## config.mk

```make
export PLATFORM = sky130hd
export DESIGN_NAME = bus_arb_mux_flat
export DESIGN_NICKNAME = d
export VERILOG_FILES = /design/src/rtl/bus_arb_mux_pkg.sv /design/src/rtl/bus_arb_mux_if.sv /design/src/rtl/bus_arb_mux_rr_pick.sv /design/src/rtl/bus_arb_mux.sv /design/src/flat_wrapper.sv
export SDC_FILE = /design/constraint.sdc
export NUM_CORES = 1
export LEC_CHECK = 0
export ABC_AREA = 1
export BUFFER_PORTS_ARGS = -buffer_cell sky130_fd_sc_hd__buf_2
export CAP_MARGIN = 20
export CORE_UTILIZATION = 47
export DETAILED_ROUTE_END_ITERATION = 8
export PLACE_DENSITY = 0.78
export SLEW_MARGIN = 10
export SYNTH_ARGS = -nofsm -noshare
export SYNTH_HDL_FRONTEND = slang
export SYNTH_SLANG_ARGS = --single-unit
```

## constraint.sdc

```tcl
create_clock -name Clk -period 4.6 [get_ports Clk]
set_input_delay 0.23 -clock Clk [delete_from_list [all_inputs] [get_ports Clk]]
set_output_delay 0.23 -clock Clk [all_outputs]
set_load 0.01 [all_outputs]
```

## src/rtl/bus_arb_mux_pkg.sv

```systemverilog
// Shared types, constants and helpers for the arbitrated LC-3 bus multiplexer.
// Imported by the interface, the picker and the top level.
package bus_mux_pkg;

    typedef enum logic {
        ARB_FIXED = 1'b0,
        ARB_RR    = 1'b1
    } arb_mode_e;

    // Ownership classification of the current cycle, derived from grant_q/req/lock.
    typedef enum logic [1:0] {
        ST_IDLE   = 2'd0,
        ST_OWN    = 2'd1,
        ST_LOCKED = 2'd2
    } bus_state_e;

    localparam int CNT_W = 8;
    localparam int MAX_N = 16;
    localparam logic [CNT_W-1:0] CNT_MAX = {CNT_W{1'b1}};

    function automatic logic [MAX_N-1:0] onehot(input int unsigned idx, input int unsigned n);
        logic [MAX_N-1:0] r;
        r = '0;
        if (idx < n) begin
            r[idx[3:0]] = 1'b1;
        end
        return r;
    endfunction

endpackage

```

## src/rtl/bus_arb_mux_if.sv

```systemverilog
// Bus-side signal bundle of bus_arb_mux: source requests/data in, registered bus out.
// master drives the sources, slave is the multiplexer itself.
interface bus_arb_mux_if
    import bus_mux_pkg::*;
#(
    parameter int WIDTH = 16,
    parameter int N     = 4
) ();
    localparam int IDX_W = $clog2(N);

    logic [N-1:0]            req;
    logic [N-1:0]            lock;
    logic [N-1:0][WIDTH-1:0] D_in;
    logic                    force_en;
    logic [IDX_W-1:0]        force_sel;
    logic                    clr_cnt;
    logic [WIDTH-1:0]        D_out;
    logic                    valid;
    logic [N-1:0]            grant;
    logic [CNT_W-1:0]        conflict_cnt;

    modport master (
        output req, lock, D_in, force_en, force_sel, clr_cnt,
        input  D_out, valid, grant, conflict_cnt
    );

    modport slave (
        input  req, lock, D_in, force_en, force_sel, clr_cnt,
        output D_out, valid, grant, conflict_cnt
    );
endinterface

```

## src/rtl/bus_arb_mux_rr_pick.sv

```systemverilog
// Rotating-priority picker: first set request scanning upward from start, wrapping at N.
// With start tied to zero it degenerates to plain lowest-index-wins priority.
module rr_pick #(
    parameter int N     = 4,
    parameter int IDX_W = $clog2(N)
) (
    input  logic [N-1:0]     req,
    input  logic [IDX_W-1:0] start,
    output logic             found,
    output logic [IDX_W-1:0] idx
);
    logic [IDX_W-1:0] cand [N];
    logic [N-1:0]     hit;

    // cand[k] is the source index examined k steps after start.
    for (genvar gi = 0; gi < N; gi++) begin : g_cand
        logic [IDX_W:0] sum;
        assign sum       = {1'b0, start} + (IDX_W+1)'(gi);
        assign cand[gi]  = (32'(sum) >= N) ? IDX_W'(32'(sum) - N) : sum[IDX_W-1:0];
        assign hit[gi]   = req[cand[gi]];
    end

    always_comb begin
        found = 1'b0;
        idx   = '0;
        for (int k = N - 1; k >= 0; k--) begin
            if (hit[k]) begin
                found = 1'b1;
                idx   = cand[k];
            end
        end
    end
endmodule

```

## src/rtl/bus_arb_mux.sv

```systemverilog
// Registered N-source bus multiplexer with forced select, locked ownership,
// fixed or round-robin arbitration, and a saturating contention counter.
module bus_arb_mux
    import bus_mux_pkg::*;
#(
    parameter int        WIDTH = 16,
    parameter int        N     = 4,
    parameter arb_mode_e MODE  = ARB_RR
) (
    input  logic          Clk,
    input  logic          Reset_n,
    bus_arb_mux_if.slave  bus
);
    localparam int IDX_W = $clog2(N);

    logic [N-1:0]       grant_q,  grant_d;
    logic [WIDTH-1:0]   d_out_q,  d_out_d;
    logic               valid_q,  valid_d;
    logic [IDX_W-1:0]   rr_ptr_q, rr_ptr_d;
    logic [CNT_W-1:0]   cnt_q,    cnt_d;

    logic [N-1:0]       lock_vec;
    logic [IDX_W-1:0]   lock_idx;
    logic [IDX_W-1:0]   pick_start;
    logic               pick_found;
    logic [IDX_W-1:0]   pick_idx;
    bus_state_e         arb_state;

    logic               win_found;
    logic               win_forced;
    logic [IDX_W-1:0]   win_idx;
    logic [MAX_N-1:0]   win_oh;

    // A lock only counts for the source that already holds the bus and still requests it.
    for (genvar gi = 0; gi < N; gi++) begin : g_lock
        assign lock_vec[gi] = grant_q[gi] & bus.req[gi] & bus.lock[gi];
    end

    always_comb begin
        lock_idx = '0;
        for (int i = 0; i < N; i++) begin
            if (lock_vec[i]) begin
                lock_idx = IDX_W'(i);
            end
        end
    end

    always_comb begin
        arb_state = ST_IDLE;
        if (|lock_vec) begin
            arb_state = ST_LOCKED;
        end else if (|grant_q) begin
            arb_state = ST_OWN;
        end
    end

    assign pick_start = (MODE == ARB_FIXED) ? '0 : rr_ptr_q;

    rr_pick #(.N(N), .IDX_W(IDX_W)) u_pick (
        .req   (bus.req),
        .start (pick_start),
        .found (pick_found),
        .idx   (pick_idx)
    );

    // Winner priority: forced select, then held lock, then arbitration.
    always_comb begin
        win_found  = 1'b0;
        win_forced = 1'b0;
        win_idx    = '0;
        if (bus.force_en) begin
            if (int'(bus.force_sel) < N) begin
                win_found  = 1'b1;
                win_forced = 1'b1;
                win_idx    = bus.force_sel;
            end
        end else if (arb_state == ST_LOCKED) begin
            win_found = 1'b1;
            win_idx   = lock_idx;
        end else if (pick_found) begin
            win_found = 1'b1;
            win_idx   = pick_idx;
        end
    end

    always_comb begin
        grant_d  = '0;
        valid_d  = 1'b0;
        d_out_d  = d_out_q;
        rr_ptr_d = rr_ptr_q;
        win_oh   = onehot(32'(win_idx), N);
        if (win_found) begin
            d_out_d = bus.D_in[win_idx];
            valid_d = 1'b1;
            grant_d = win_oh[N-1:0];
            if (!win_forced) begin
                rr_ptr_d = (int'(win_idx) == N - 1) ? '0 : win_idx + IDX_W'(1);
            end
        end
    end

    // Lock-resolved contention still counts; forced cycles never do.
    always_comb begin
        cnt_d = cnt_q;
        if (bus.clr_cnt) begin
            cnt_d = '0;
        end else if (!bus.force_en && ($countones(bus.req) > 1) && (cnt_q != CNT_MAX)) begin
            cnt_d = cnt_q + CNT_W'(1);
        end
    end

    always_ff @(posedge Clk or negedge Reset_n) begin
        if (!Reset_n) begin
            grant_q  <= '0;
            d_out_q  <= '0;
            valid_q  <= 1'b0;
            rr_ptr_q <= '0;
            cnt_q    <= '0;
        end else begin
            grant_q  <= grant_d;
            d_out_q  <= d_out_d;
            valid_q  <= valid_d;
            rr_ptr_q <= rr_ptr_d;
            cnt_q    <= cnt_d;
        end
    end

    assign bus.D_out        = d_out_q;
    assign bus.valid        = valid_q;
    assign bus.grant        = grant_q;
    assign bus.conflict_cnt = cnt_q;
endmodule
```

## src/flat_wrapper.sv

```systemverilog
// flat-port wrapper written by rule: the top's interface ports become plain ports
module bus_arb_mux_flat import bus_mux_pkg::*;
#(
    parameter int        WIDTH = 16,
    parameter int        N     = 4,
    parameter arb_mode_e MODE  = ARB_RR
)
  (Clk, Reset_n, bus_req, bus_lock, bus_D_in, bus_force_en, bus_force_sel, bus_clr_cnt, bus_D_out, bus_valid, bus_grant, bus_conflict_cnt);
  bus_arb_mux_if #(.WIDTH(WIDTH), .N(N)) bus_i ();
  input  logic Clk;
  input  logic Reset_n;
  input wire logic [$bits(bus_i.req)-1:0] bus_req;
  input wire logic [$bits(bus_i.lock)-1:0] bus_lock;
  input wire logic [$bits(bus_i.D_in)-1:0] bus_D_in;
  input wire logic [$bits(bus_i.force_en)-1:0] bus_force_en;
  input wire logic [$bits(bus_i.force_sel)-1:0] bus_force_sel;
  input wire logic [$bits(bus_i.clr_cnt)-1:0] bus_clr_cnt;
  output wire logic [$bits(bus_i.D_out)-1:0] bus_D_out;
  output wire logic [$bits(bus_i.valid)-1:0] bus_valid;
  output wire logic [$bits(bus_i.grant)-1:0] bus_grant;
  output wire logic [$bits(bus_i.conflict_cnt)-1:0] bus_conflict_cnt;
  assign bus_i.req = bus_req;
  assign bus_i.lock = bus_lock;
  assign bus_i.D_in = bus_D_in;
  assign bus_i.force_en = bus_force_en;
  assign bus_i.force_sel = bus_force_sel;
  assign bus_i.clr_cnt = bus_clr_cnt;
  assign bus_D_out = bus_i.D_out;
  assign bus_valid = bus_i.valid;
  assign bus_grant = bus_i.grant;
  assign bus_conflict_cnt = bus_i.conflict_cnt;
  bus_arb_mux #(.WIDTH(WIDTH), .N(N), .MODE(MODE)) u_core (.Clk(Clk), .Reset_n(Reset_n), .bus(bus_i));
endmodule
```

-- Word-level counts from Yosys, hierarchy flattened
Cells that the tools add are included.
- divide/modulo/power cells: 0
- shifts and indexed selects: 0
- multiply operators: 0
- muxes and demuxes: 41
- add/subtract/negate cells: 12
- reduce and logical (&&, ||, !) cells: 8
- magnitude comparators: 12
- equal/unequal tests: 3
- bitwise gates (word level): 9
- operators by type and width (operator ; number):
    $add 32x32->32 ; 1
    $bmux 16 s2 ; 1
    $gt 32x2->1 const B ; 1
    $mux 2 ; 15
    $mux 1 ; 16
    $mux 16 ; 1
    $mux 8 ; 2
    $lt 2x3->1 const B ; 5
    $ge 3x3->1 const B ; 3
    $add 8x1->8 const B ; 1
    $and 1x1->1 ; 8
    $bmux 1 s2 ; 4
    $ne 8x8->1 const B ; 1
    $reduce_or 4->1 ; 2
    $sub 2x1->2 const B ; 4
    $add 2x2->3 const B ; 2
    $lt 2x5->1 const B ; 1
    $add 1x1->2 ; 2
    $mux 4 ; 1
    $add 2x1->3 const B ; 1
    $ge 2x3->1 const B ; 1
    $logic_and 1x1->1 ; 3
    $add 2x1->2 const B ; 1
    $demux 1 s2 ; 1
    7 further kinds ; 7
- memory bits (writable): 0
- memories: 0
- logic and storage cells: 90
- latch bits: 0
- bits in registers: 31
- output and inout port bits: 29
- bits in read-only memories: 0

-- Depth between registers and ports, before layout
Gate-level depths: netlist of run 1.
- word-level depth: 17
- gate-level depth with buffers: 18

-- Hierarchy
Synthesis of run 1 repeated with hierarchy kept, for this count alone.
- cell total of the unflattened synthesis: 361
- area total of the unflattened synthesis: 2326.0 um^2
- by module, submodules not included (module ; area each (um^2) ; instances ; cells each ; sequential area each (um^2)):
    bus_arb_mux ; 2113.3 ; 1 ; 315 ; 775.7
    rr_pick ; 212.7 ; 1 ; 46 ; 0.0

-- Least setup slack after synthesis of run 1
No wires, ideal clock.
- path kind: input -> register
- from: input bus_req[2]
- to: register u_core.cnt_q[7], in the netlist u_core.bus.conflict_cnt[7]
- stages: 9
- arrival: 2.123 ns
- slack: 2.354 ns
- cell sequence: ha_1 -> nand2_1 -> fa_1 -> a21oi_1 -> a21boi_0 -> inv_1 -> nor3_1 -> nand3_1 -> o221a_2
- cells in the longest elaborated chain, start to end: 6
- ends and longest elaborated chain (element ; RTL line ; RTL):
    start, declared ; flat_wrapper.sv:12 ; input wire logic [$bits(bus_i.req)-1:0] bus_req;
    $add 1x1->2 (not written as such) ; bus_arb_mux.sv:107 ; end else if (!bus.force_en && ($countones(bus.req) > 1) && (cnt_q != CNT_MAX)) begin
    $add 32x32->32 (not written as such) ; bus_arb_mux.sv:107 ;
    $gt 32x2->1 ; bus_arb_mux.sv:107 ;
    $logic_and 1x1->1 (2 in series) ; bus_arb_mux.sv:107 ;
    $reduce_bool 2->1 (no source line) ; -- ;
    end signal, assigned ; bus_arb_mux.sv:124 ; cnt_q <= cnt_d;
    end, declared ; bus_arb_mux.sv:20 ; logic [CNT_W-1:0] cnt_q, cnt_d;
No other way between the ends.
A chain may end at the register's enable or synchronous reset.

-- Final worst setup path of run 1
- from: register u_core.rr_ptr_q[0], in the netlist u_core.pick_start[0]
- to: register u_core.rr_ptr_q[1], in the netlist u_core.pick_start[1]
- cells in the longest elaborated chain, start to end: 14
- ends and longest elaborated chain (element ; RTL line ; RTL):
    start, declared ; bus_arb_mux.sv:19 ; logic [IDX_W-1:0] rr_ptr_q, rr_ptr_d;
    start signal, assigned ; bus_arb_mux.sv:123 ; rr_ptr_q <= rr_ptr_d;
    $add 2x2->3 ; bus_arb_mux_rr_pick.sv:18 ; assign sum = {1'b0, start} + (IDX_W+1)'(gi);
    $ge 3x3->1 / $sub 2x1->2 (equally long branches) ; bus_arb_mux_rr_pick.sv:19 ; assign cand[gi] = (32'(sum) >= N) ? IDX_W'(32'(sum) - N) : sum[IDX_W-1:0];
    $mux 2 ; bus_arb_mux_rr_pick.sv:19 ;
    $bmux 1 s2 ; bus_arb_mux_rr_pick.sv:20 ; assign hit[gi] = req[cand[gi]];
    $mux 1 (not written as such) ; bus_arb_mux_rr_pick.sv:20 ;
    $mux 2 / $mux 1 (equally long branches) (4 in series) ; bus_arb_mux_rr_pick.sv:27 ; if (hit[k]) begin
    $mux 2 ; bus_arb_mux.sv:80 ; end else if (pick_found) begin
    $mux 2 ; bus_arb_mux.sv:77 ; end else if (arb_state == ST_LOCKED) begin
    $mux 2 ; bus_arb_mux.sv:71 ; if (bus.force_en) begin
    $add 2x1->2 / $eq 2x1->1 (equally long branches) ; bus_arb_mux.sv:97 ; rr_ptr_d = (int'(win_idx) == N - 1) ? '0 : win_idx + IDX_W'(1);
    $mux 2 ; bus_arb_mux.sv:97 ;
Several ways; a longest one is shown, not always the timed one. The select of a mux whose other input is x is not followed.

==> metrics.txt, run 1 <==
Mapped Area 2580 um^2; worst hold margin -23.1 ps; clock share of power 0.129; Reg clk slew, reported paths 60 ps; register area share after synthesis 0.301; Buf+Inv Stages, Crit Path 0; port bufs 106; Routed Antenna Nets 0; initial core utilization 0.496; die area 5790 um^2; Comb power frac 0.598; mean post-synth cell area 6.28 um^2; commonest non-fill, non-tap cell in the layout nand2_1; WL final 6.31 mm; Clock Latency Late Sink 290 ps; simple-gate area share of the yosys netlist 0.423; Least-Margin Pin Slew 682 ps; CP Capture Type register; Initial DRT Pass Iterations 4; post-CTS setup repair buffer count 0; RSZ-0062 raised after global routing false; wire per inst 10.9 um; die height 76.1 um; Slew Viols, Final 0; number of global-route vias before repair 2536; Final Hold Viols 31; clock root buffer clkbuf_8; detail-routed via count per cell 4.68; combinational family with the most area after synthesis simple AND/OR/NAND/NOR gates; global route overflow 0; Syn. warnings 0; DRC 0; compound-gate portion of the synthesized area 0.0524; area grow syn2layout 23.1%; Most common cell on crit path nand2_1; hold buffer count at CTS 0; post-CTS resize count 0; num rows 26; fin nets 595; TNS Setup 0 ps; Final Cycle Share 0.571; XOR/XNOR share of the synthesized area 0; Net Count, Synth 497; Fill cells 510; Max-Cap Viols 0; CTS tree done; cells after synthesis 411; CP required 4770 ps; critical path's top delay family simple AND/OR/NAND/NOR gates; Slew headroom 0.546; multiplexer share of the synthesized area 0; worst setup margin 1970 ps; P_int 0.000853 W; Post-Route Skew 1.83 ps; number of diodes 0; Die Span X 76.1 um; Cell variety after synth 27; Num CTS Buffers 5; HP Class primary input to async pin; first-pass GRT wire length 11.1 mm; Max Freq 381 MHz; sequential fraction of design power 0.273; layout cell share with drive strength beyond 1 0.271; Psw 0.000831 W; CTS sink cnt 31; worst path cell trace nand2_1, nand3_1, nand2_1, nor2_1, nand2_2, nand3_2, nand3_2, nand2_4, nand2_4, ha_1, nand2_1, o21ai_0; pwr dens 530 nW/um^2; Worst Path Max Fanout 35; min Tclk post-route 2630 ps; adder-cell share of the synthesized area 0.0417; initial DRC count 53; CP max-delay cell dfrtp_1; H-tree depth 2; CP Launch Type register; status finished with violations; GPL Wtd Cong 0.827; io pins 107; routed vias 2711; post-synthesis register bit count 31; critical path class register to register; CTS max path bufs 2; switching share of power 0.493; initial antenna violation count 0; failing checks hold timing; total track usage 0.236; largest net degree at the start of global routing 36; leak pwr 2.03 nW; most frequent cells in the layout nand2_1, buf_2, inv_1; dpl hpwl 4.74 mm; # setup viols final 0; max incr delay on CP 600 ps; critical path data arrival time 2800 ps; worst vdd ir 0.220 mV; Core Area 5200 um^2; Place WS 1920 ps
synth_stat cells:
cell / n / share of area
buf_6: 6 / 0.026
ha_1: 7 / 0.034
nand3_1: 77 / 0.15
dfrtp_1: 31 / 0.30
nor2_2: 3 / 0.0073
nand2_1: 131 / 0.19
o21ai_0: 7 / 0.014
a21boi_0: 2 / 0.0058
nor3b_1: 1 / 0.0029
clkbuf_1: 5 / 0.0073
inv_2: 1 / 0.0015
nor3_1: 2 / 0.0039
nand2_4: 2 / 0.0087
o21ai_4: 1 / 0.0063
a21oi_4: 1 / 0.0063
inv_1: 89 / 0.13
fa_1: 1 / 0.0078
a211oi_1: 1 / 0.0029
nor2_1: 16 / 0.023
nand2_2: 12 / 0.029
inv_6: 1 / 0.0034
a31oi_1: 1 / 0.0024
o21a_1: 1 / 0.0029
a21oi_1: 4 / 0.0078
buf_4: 5 / 0.015
o221a_2: 1 / 0.0044
nand3_2: 2 / 0.0078
metrics by stage:
step | utilization | hold slack, ps | total power [W] | area, um^2 | std cells
2_1_floorplan | - | -65.6 | 0.00126 | 2580 | 411
3_3_place_gp | 0.591 | 316 | 0.00145 | 3070 | 571
3_5_place_dp | 0.591 | 322 | 0.00148 | 3070 | 571
4_1_cts | 0.607 | 15.1 | 0.00170 | 3160 | 578
5_1_grt | 0.610 | 42.9 | 0.00186 | 3180 | 579
6_report | 0.610 | -23.1 | 0.00168 | 3180 | 579
sequential cells by signal, summed over array words and instances, names as in the netlist:
register,count
u_core.bus.D_out,16
u_core.bus.conflict_cnt,8
u_core.bus.grant,4
u_core.pick_start,2
u_core.bus.valid,1
path summary, 6_finish.rpt:
kind / cells past startpoint / slack (ps) / from / end
max in group asynchronous: 1 / 4180 / Reset_n / u_core.bus.conflict_cnt[7]
min in group Clk: 2 / 120 / bus_clr_cnt / u_core.bus.conflict_cnt[2]
min reg2reg: 2 / 480 / u_core.bus.D_out[13] / u_core.bus.D_out[13]
max: 12 / 1970 / u_core.pick_start[0] / u_core.pick_start[1]
min: 1 / -20 / Reset_n / u_core.bus.grant[3]
max reg2reg: 12 / 1970 / u_core.pick_start[0] / u_core.pick_start[1]
power groups by stage:
stage	sequential, W	combinational [W]	clock, W
finish	0.000460	0.00101	0.000217
global route	0.000475	0.00116	0.000233
CTS	0.000460	0.00102	0.000223
detailed placement	0.000459	0.00102	0
global placement	0.000461	0.000988	0
floorplan	0.000481	0.000780	0
cells by family after synthesis:
group	Yosys count
flops	31
buf+inv	107
simple gates	246
compound gates	19
fa+ha+maj	8
metal layers:
layer,up-vias,GRT usage,wire [um]
met5,-,0,0
met4,0,0.0808,46
met3,4,0.0575,356
met2,88,0.416,3090
met1,1186,0.279,2820
li1,1433,-,-
area by class of cell:
type	instances	area, um^2	area share
inverter	91	347	0.109
tap	70	87.6	0.0276
clock inverter	1	5.00	0.00158
timing repair buffer	107	546	0.172
sequential	31	776	0.244
multi-input combinational	273	1330	0.420
clock buffer	6	82.6	0.0260
(Power assumes the default switching activity.)
==> run 2, diff against run 1 <==
--- a/config.mk
+++ b/config.mk
@@ -5,12 +5,12 @@
 export SDC_FILE = /design/constraint.sdc
 export NUM_CORES = 1
 export LEC_CHECK = 0
-export ABC_AREA = 1
+export ABC_AREA = 0
 export BUFFER_PORTS_ARGS = -buffer_cell sky130_fd_sc_hd__buf_2
 export CAP_MARGIN = 20
-export CORE_UTILIZATION = 47
+export CORE_UTILIZATION = 46
 export DETAILED_ROUTE_END_ITERATION = 8
-export PLACE_DENSITY = 0.78
+export PLACE_DENSITY = 0.8
 export SLEW_MARGIN = 10
 export SYNTH_ARGS = -nofsm -noshare
 export SYNTH_HDL_FRONTEND = slang
==> constraint.sdc (replaced) <==
create_clock -name Clk -period 2.53 [get_ports Clk]
set_input_delay 0.1265 -clock Clk [delete_from_list [all_inputs] [get_ports Clk]]
set_output_delay 0.1265 -clock Clk [all_outputs]
set_load 0.01 [all_outputs]
==> metrics.txt, run 2 <==
status finished with violations; failing checks DRC; # setup viols final 0 (unchanged); Slew headroom 0.540 (-0.00575); dpl hpwl 4.08 mm (-14%); Max Freq 475 MHz (+25%); top-area cell type share of the netlist area 0.357 (+0.0567); post-synthesis register bit count 31 (unchanged); CTS sink cnt 31 (unchanged); total track usage 0.231 (-0.00478); critical path class register to register; post-CTS resize count 0 (unchanged); Most common cell on crit path a31oi_1; Final Hold Viols 0 (-100%); Buf+Inv Stages, Crit Path 1 (+1); Reg clk slew, reported paths 70 ps (about the same); Mapped Area 2170 um^2 (-16%); Syn. warnings 0 (unchanged); wire per inst 14.3 um (+32%); num rows 24 (-7.7%); DRC 12 (+12); R2R Setup Slk 420 ps (-1550 ps); GPL Wtd Cong 0.804 (-2.9%); TNS Setup 0 ps (unchanged); EDFF count, synth 0 (unchanged); Slew Viols, Final 0 (unchanged); initial core utilization 0.488 (-0.00722); Fill cells 398 (-22%); routed vias 2142 (-21%); worst hold margin 98.2 ps (+121 ps); H-tree depth 2 (unchanged); largest cells by area after synthesis dfrtp_1, nand2b_1, o221ai_1, o221ai_2, nor2_1; leak pwr 1.34 nW (-34%); global route overflow 0 (unchanged); combinational family with the most area after synthesis compound AO/OA/AOI/OAI gates; Least-Margin Pin Slew 690 ps (+8.62 ps); pwr dens 728 nW/um^2 (+37%); number of global-route vias before repair 2094 (-17%); Crit Reg-Reg Endpoint u_core.bus.D_out[5]; Metal-1 WL 2.32 mm (-18%); crit path from u_core.bus.grant[0]; min Tclk post-route 2110 ps (-521 ps); mean post-synth cell area 9.20 um^2 (+47%); cells after synthesis 236 (-43%); CP Capture Type register; top layer in use met4; met2 WL 2.80 mm (-9.4%); worst path cell trace and3_1, a31oi_1, o21a_1, a311o_1, buf_4, o221ai_1, a31oi_1; HP Class primary input to register; initial DRC count 125 (+140%); Cell variety after synth 39 (+44%); Commonest cells post-synth nand2b_1, nor2_1, dfrtp_1; critical path data arrival time 2300 ps (-500 ps); simple-gate area share of the yosys netlist 0.222 (-0.200); Post-Route Skew 14.8 ps (+13.0 ps); die area 5000 um^2 (-14%); largest net degree at the start of global routing 38 (+5.6%); Initial DRT Pass Iterations 7 (+3); WL final 5.58 mm (-12%); post-CTS setup repair buffer count 0 (unchanged); fin nets 422 (-29%); die height 70.7 um (-7.1%); largest area contributor in the netlist dfrtp_1; top_reg_cell synth dfrtp_1; compound-gate portion of the synthesized area 0.268 (+0.216); Core Area 4440 um^2 (-15%); XOR/XNOR share of the synthesized area 0.0282 (+0.0282); area grow syn2layout 30.8%; CP Depth 7 (-5); RSZ-0062 raised after global routing false; clock root buffer clkbuf_8; first-pass GRT wire length 9.25 mm (-17%); number of flip-flops under the largest register name 16 (unchanged); reg2reg path depth 7 (-5); Clock Latency Late Sink 290 ps (about the same); share of async-settable or async-resettable flops after synthesis 1.00 (unchanged); Max-Cap Viols 0 (unchanged); Sequential Area 776 um^2 (unchanged); Net Count, Synth 322 (-35%); io pins 107 (unchanged); Die Span X 70.7 um (-7.1%); detail-routed via count per cell 5.51 (+18%); CTS max path bufs 2 (unchanged); CTS tree done; number of diodes 0 (unchanged); CP Launch Type register; routed wl met3 383 um (+7.6%); CP max-delay cell a311o_1; Multi-input gate area 1250 um^2 (-6.2%); port bufs 106 (unchanged); most frequent cells in the layout buf_2, nor2_1, nand2b_1; Final Cycle Share 0.833 (+0.261); initial antenna violation count 0 (unchanged); Num CTS Buffers 5 (unchanged); max incr delay on CP 500 ps (-100 ps); worst setup margin 423 ps (-1550 ps); worst reg2reg path startpoint u_core.bus.grant[0]; Worst Path Max Fanout 12 (-66%); CP required 2730 ps (-2040 ps); Place WS 405 ps (-1520 ps); commonest non-fill, non-tap cell in the layout buf_2; layout cell share with drive strength beyond 1 0.392 (+0.121); Routed Antenna Nets 0 (unchanged); multiplexer share of the synthesized area 0.00461 (+0.00461); worst vdd ir 0.403 mV (+83%); register area share after synthesis 0.357 (+0.0567); Setup crit end u_core.bus.D_out[5]; adder-cell share of the synthesized area 0.0496 (+0.00786); critical path's top delay family compound AO/OA/AOI/OAI gates
==> run 2: layer usage <==
layer	global-route usage	vias up
met5	0	-
met1	0.283	983
met3	0.0499	8
met2	0.401	89
li1	-	1062
met4	0.0867	0
==> run 2: cell families (layout without fill, tap and decap cells) <==
logic type / Yosys count / after routing
AOI/OAI and AO/OA: 69 / 69
xor gates and xnor gates: 7 / 7
adders and majority gates: 8 / 8
buffers and inverters: 26 / 127
DFF: 31 / 31
muxes: 1 / 1
and+or+nand+nor: 94 / 94
==> run 2: through the flow <==
step	utilization	area [um^2]	cells	total power (W)
CTS	0.639	2840	389	0.00208
global placement	0.610	2710	380	0.00155
detailed placement	0.610	2710	380	0.00157
global route	0.639	2840	389	0.00220
floorplan	-	2170	236	0.00128
finish	0.639	2840	389	0.00207
==> run 2: final cells by class <==
cell class	count	area share
sequential	31	0.273
clock inverter	2	0.0123
clock buffer	6	0.0291
inverter	7	0.0137
tap	52	0.0229
timing repair buffer	112	0.208
multi-input combinational	179	0.441
==> run 2: how the worst min path moves through the flow <==
stage                 from                         end  slack (ps)  depth (start not counted)
3_3_place_gp       Reset_n  u_core.bus.conflict_cnt[6]         200                          1
3_5_place_dp       Reset_n  u_core.bus.conflict_cnt[4]         210                          1
4_1_cts        bus_clr_cnt  u_core.bus.conflict_cnt[2]          90                          2
2_1_floorplan      Reset_n         u_core.bus.D_out[0]        -170                          0
5_1_grt        bus_clr_cnt  u_core.bus.conflict_cnt[6]         110                          2
6_report       bus_clr_cnt  u_core.bus.conflict_cnt[2]         100                          2
==> run 2: repair_timing <==
| item | CTS | global route |
|---|---|---|
| hold endpoints to repair | 31 | 0 |
| hold buffers | 1 | 0 |
| setup endpoints to repair | 0 | 0 |
==> run 2: where the power goes <==
part / switching, W / internal (W) / total, W
combinational: 0.000474 / 0.000371 / 0.000845
clock: 0.000186 / 0.000319 / 0.000504
sequential: 0.0000894 / 0.000629 / 0.000718
